<file path="src/rtl/arbiter.sv">
// Parameterised request arbiter with fixed-priority or round-robin selection,
// optional grant holding (released by acknowledge or by request drop), and
// registered one-hot, valid and binary-encoded grant outputs.
module arbiter #(
  parameter int PORTS                 = 4,
  parameter int ARB_TYPE_ROUND_ROBIN  = 0,
  parameter int ARB_BLOCK             = 0,
  parameter int ARB_BLOCK_ACK         = 1,
  parameter int ARB_LSB_HIGH_PRIORITY = 0,
  localparam int ENC_W                = (PORTS > 1) ? $clog2(PORTS) : 1
) (
  input  logic             clk,
  input  logic             rst,
  input  logic [PORTS-1:0] request,
  input  logic [PORTS-1:0] acknowledge,
  output logic [PORTS-1:0] grant,
  output logic             grant_valid,
  output logic [ENC_W-1:0] grant_encoded
);

  // Round-robin mask: ports still eligible ahead of the last winner.
  // Stays zero in fixed-priority mode, where it is never loaded.
  logic [PORTS-1:0] mask;

  logic             hold;
  logic             hold_ack;
  logic             hold_req;
  logic [PORTS-1:0] masked;
  logic [PORTS-1:0] candidates;
  logic [ENC_W-1:0] win_idx;

  logic [PORTS-1:0] grant_next;
  logic             grant_valid_next;
  logic [ENC_W-1:0] grant_encoded_next;
  logic [PORTS-1:0] mask_next;

  // Priority encoder: lowest set index wins when LSB priority is selected,
  // otherwise the highest set index wins. Returns 0 for an empty vector.
  function automatic logic [ENC_W-1:0] prio_index(input logic [PORTS-1:0] vec);
    logic [ENC_W-1:0] idx;
    idx = '0;
    if (ARB_LSB_HIGH_PRIORITY != 0) begin
      for (int i = PORTS - 1; i >= 0; i--) begin
        if (vec[i]) idx = ENC_W'(i);
      end
    end else begin
      for (int i = 0; i < PORTS; i++) begin
        if (vec[i]) idx = ENC_W'(i);
      end
    end
    return idx;
  endfunction

  // Binary index to one-hot vector.
  function automatic logic [PORTS-1:0] index_onehot(input logic [ENC_W-1:0] idx);
    logic [PORTS-1:0] oh;
    oh = '0;
    for (int j = 0; j < PORTS; j++) begin
      oh[j] = (ENC_W'(j) == idx);
    end
    return oh;
  endfunction

  // Mask after granting port idx: only ports "behind" the winner in the
  // priority direction remain preferred on the next arbitration.
  function automatic logic [PORTS-1:0] rr_mask(input logic [ENC_W-1:0] idx);
    logic [PORTS-1:0] m;
    m = '0;
    for (int j = 0; j < PORTS; j++) begin
      if (ARB_LSB_HIGH_PRIORITY != 0) m[j] = (j > int'(idx));
      else                            m[j] = (j < int'(idx));
    end
    return m;
  endfunction

  // Hold decision, winner selection and next-state computation.
  always_comb begin
    hold_ack = grant_valid && ((grant & acknowledge) == '0);
    hold_req = (grant & request) != '0;
    hold     = (ARB_BLOCK != 0) && ((ARB_BLOCK_ACK != 0) ? hold_ack : hold_req);

    masked     = request & mask;
    candidates = ((ARB_TYPE_ROUND_ROBIN != 0) && (masked != '0)) ? masked : request;
    win_idx    = prio_index(candidates);

    grant_next         = grant;
    grant_valid_next   = grant_valid;
    grant_encoded_next = grant_encoded;
    mask_next          = mask;

    if (!hold) begin
      if (request != '0) begin
        grant_next         = index_onehot(win_idx);
        grant_valid_next   = 1'b1;
        grant_encoded_next = win_idx;
        if (ARB_TYPE_ROUND_ROBIN != 0) mask_next = rr_mask(win_idx);
      end else begin
        grant_next         = '0;
        grant_valid_next   = 1'b0;
        grant_encoded_next = '0;
      end
    end
  end

  // Grant registers and round-robin mask; reset clears everything at once.
  always_ff @(posedge clk or negedge rst) begin
    if (!rst) begin
      grant         <= '0;
      grant_valid   <= 1'b0;
      grant_encoded <= '0;
      mask          <= '0;
    end else begin
      grant         <= grant_next;
      grant_valid   <= grant_valid_next;
      grant_encoded <= grant_encoded_next;
      mask          <= mask_next;
    end
  end

endmodule

</file>
<file path="config.mk">
export PLATFORM = sky130hd
export DESIGN_NAME = arbiter
export DESIGN_NICKNAME = d
export VERILOG_FILES = /design/src/rtl/arbiter.sv
export SDC_FILE = /design/constraint.sdc
export NUM_CORES = 1
export LEC_CHECK = 0
export CORE_AREA = 2 2 39 41
export DETAILED_ROUTE_END_ITERATION = 10
export DIE_AREA = 0 0 41 43
export HOLD_SLACK_MARGIN = 0.05
export MAX_ROUTING_LAYER = met4
export SLEW_MARGIN = 20
export SYNTH_ARGS = -nofsm -noshare
export SYNTH_HDL_FRONTEND = slang
export SYNTH_SLANG_ARGS = --single-unit
export TNS_END_PERCENT = 20
</file>
<file path="constraint.sdc">
create_clock -name clk -period 0.8 [get_ports clk]
set_input_delay 0.16 -clock clk [delete_from_list [all_inputs] [get_ports clk]]
set_output_delay 0.16 -clock clk [all_outputs]
set_load 0.02 [all_outputs]
</file>
# Word-level counts from Yosys, hierarchy flattened
# Cells that the tools add are included.
[totals]
wordCells = 14
out_inout_bits = 7
register_bits = 7
in_bits = 10
[classes]
muxes = 6
n_reduce_logical = 2
n_eq_ne = 3
[ops]
columns = ["operator", "n"]
rows = [
  ["2-to-1 mux 2 bit", 3],
  ["equality test 2 bit (first input constant)", 2],
  ["2-to-1 mux 4 bit", 1],
  ["nonzero test 4 bit", 1],
  ["equality test 1 x 2 -> 1 bit (first input constant)", 1],
  ["zero test 2 bit", 1],
  ["2-to-1 mux 1 bit", 2],
]

# Longest topological paths before layout
[logic_depth]
depth_word = 5
ltp_mapped = 2
depth_no_buf = 2

# Least setup slack after synthesis
# No wires, ideal clock.
[synth_timing]
path_type = "input port to flip-flop"
startpoint = "input request[2]"
endpoint = "register grant_valid"
path_stages = 2
t_arrival_ns = 0.686
n_path_buf = 0
required_time_ns = 0.668
path_slack_ns = -0.018
setup_time_ns = 0.132
path_cell_list = "or2_4 > or3_1"
[synth_via]
elab_chain_len = 2
[synth_lines]
columns = ["element", "line", "source"]
rows = [
  ["start: declaration", "14", "input logic [PORTS-1:0] request,"],
  ["nonzero test 4 bit", "92", "if (request != '0) begin"],
  ["2-to-1 mux 1 bit", "92", ""],
  ["via grant_valid_next", "33", "logic grant_valid_next;"],
  ["end signal: assignment", "114", "grant_valid <= grant_valid_next;"],
  ["end: declaration", "17", "output logic grant_valid,"],
]
# The timed path passes the listed nets, and every way through them passes these cells.

# Final worst setup path
[layout_timing]
startpoint = "register grant_encoded[1]"
endpoint = "output grant_encoded[1]"
[layout_rtl]
columns = ["element", "line", "source"]
rows = [
  ["start: declaration", "18", "output logic [ENC_W-1:0] grant_encoded"],
  ["start signal: assignment", "115", "grant_encoded <= grant_encoded_next;"],
]
# No word-level cell between the ends.

==> flow_summary_export.csv <==
group,metric,value,unit
power_and_ir_drop,p_per_area,1926,mW/mm^2
sta,tightest_slew,0.2822,ns
synth,synth.most_common_cell,"dfrtp_1",
critical_path,crit_family,"flip-flops",
sta,holdWs,0.1610,ns
synth,synth_top_area_cell,"dfrtp_1",
synth,synth-edff-count,0,
floorplan,dieArea,0.001763,mm^2
sta,setup_viol,8,
cells_and_area,final_cells,51,
cells_and_area,final_cell_area,410.4,um^2
routing,antenna_left,0,
grt,overflow,0,
cells_and_area,final_layout_size_suffix_gt1_share,48.57,%
cts,numCtsBuffers,3,
cts,h-tree-depth,1,
cts,cts_buffer_depth,2,
floorplan,dieHeight,43,um
synth,yosys_warnings,0,
placement,gp_congestion,0.7334,
routing,post_drt_wl_per_cell,7.941,um
sta,maxSlewViolCount,0,
grt,grt_pass1_vias,174,
sta,hold_violations,0,
cells_and_area,postLayoutCoreUtil,29.66,%
synth,synth_seq_area_share,77.78,%
synth,synthTopCellsByArea,"dfrtp_1, a21o_2, or2_4",
cells_and_area,synthToLayoutAreaGrowth,82.22,%
synth,syn_inst,16,
floorplan,core,0.001384,mm^2
floorplan,rows,14,
cts,cts_root_buf,"clkbuf_4",
sta,slew_headroom,81.13,%
outcome,status,"finished with violations",
floorplan,start_util,16.27,%
synth,avgSynthCellArea,14.08,um^2
cells_and_area,fillCellCount,163,
grt,grt_use_total,6.646,%
hold_path,min-delay-path-class,"input pin to asynchronous set/reset pin",
routing,via_count,173,
cells_and_area,final_net_count,46,
sta,fmax,1104,MHz
critical_path,cp_num_buf_inv,1,
outcome,violations,"negative setup slack",
routing,wl,405,um
routing,via_per_inst,3.392,
synth,ys_top_cells_by_count,"dfrtp_1, inv_1, nor2_1",
sta,post-route-period-util,113.2,%
grt,grt_max_degree,8,
synth,syn_area,225.2,um^2
synth,synth_flop_cell,"dfrtp_1",
critical_path,max_stage_delay,0.37,ns
placement,dpl.cell_count,47,
placement,dpl_cell_area,391.6,um^2
grt,antenna_found_initial,0,
sta,setup_ws,-0.1054,ns
cells_and_area,antenna_cells,0,
critical_path,cp_cell_sequence,"buf_6",
critical_path,critical_path.max_fanout,1,
floorplan,fp.dieW,41,um
critical_path,arrival,0.75,ns
synth,synth_cell_types,8,
critical_path,crit_slowest_cell,"dfrtp_1",
critical_path,cp-start-kind,"flip-flop",
sta,rsz0062_at_grt,"true",
cts,tritoncts,"yes",
job,drv_cap,0,
critical_path,cp-end-kind,"primary output",
synth,synth_top_area_share,77.78,%
routing,drt_first_pass_iters,4,
critical_path,cp.required,0.64,ns
routing,detail_route.iter0.violations,1,
cts,clkTransAtPathRegs,0.05,ns
floorplan,io_pins,17,
sta,fin_crit,0.9054,ns
cts,cts_sinks,7,
synth,ys_ff_latch,7,
grt,grt_pass1_wl,655,um
power_and_ir_drop,power_leakage,0.0002008,uW
synth,syn_nets,26,
routing,drc,0,
placement,io_buffers,12,
critical_path,critical_path_class,"flip-flop to primary output",
power_and_ir_drop,ir_drop,473.9,uV
synth,async_reset_ff_share,100.0,%
-- routing by layer --
| metal | wire length [um] | track usage [%] | up-vias |
|---|---|---|---|
| met4 | 4 | 8.000 | 0 |
| li1 | - | - | 86 |
| met2 | 168 | 7.187 | 13 |
| met3 | 62 | 4.712 | 2 |
| met1 | 170 | 6.623 | 72 |
| met5 | 0 | - | - |
-- per-stage QoR --
stage / power (uW) / TNS (ns) / setup WS, ns
3_3_place_gp: 496.7 / -3.786 / -0.4613
4_1_cts: 807.1 / -0.8363 / -0.1210
2_1_floorplan: 416.3 / -0.01755 / -0.01755
5_1_grt: 841.9 / -0.9846 / -0.1378
6_report: 790.5 / -0.7372 / -0.1054
3_5_place_dp: 497.8 / -3.856 / -0.4847
-- cells by family after synthesis --
group	after synthesis	share of synthesized area, %
AOI/OAI and AO/OA	1	3.890
and+or+nand+nor	5	13.34
buffers and inverters	3	5.000
DFF	7	77.78
-- placed cells by master (no fill, tap or decap) --
cell type	Yosys	routed
buf_2	0	3
a21o_2	1	1
buf_4	0	4
or3_1	1	1
clkbuf_1	1	1
buf_6	0	4
or2_4	1	1
clkdlybuf4s50_1	0	3
nor2_1	2	2
nor3b_2	0	1
inv_1	2	2
dlygate4sd2_1	0	2
dfrtp_1	7	7
clkbuf_4	0	3
-- power by group --
part,switching (uW),internal [uW],total [uW]
registers,5.43,370,376
logic,49.0,61.6,111
clock network,115,189,304
-- area by class of cell --
type	instances	area [um^2]	share of cell area (%)
inverters	2	7.507	1.829
repair buffers	16	137.6	33.54
multi-input cells	6	43.79	10.67
clock buffers	4	26.28	6.402
flip-flops and latches	7	175.2	42.68
well taps	16	20.02	4.878
-- flip-flops by register name, summed over array words and instances, names as in the netlist --
register       cells
grant              4
grant_encoded      2
grant_valid        1
-- timing repair --
item	4_1_cts	5_1_grt
pin swaps	0	1
setup endpoints to repair	11	9
hold buffers	0	0
gates resized for setup	37	2
setup buffers	0	0
-- worst paths after layout --
kind,start,to,cells past startpoint
worst max-delay path,grant_encoded[1]$_DFF_PN0_,grant_encoded[1],1
worst min-delay path,rst,grant[2]$_DFF_PN0_,1
max in group asynchronous,rst,grant[3]$_DFF_PN0_,1
min in group clk,request[3],grant[3]$_DFF_PN0_,2
Note: power is estimated with default switching activity, not from simulation.
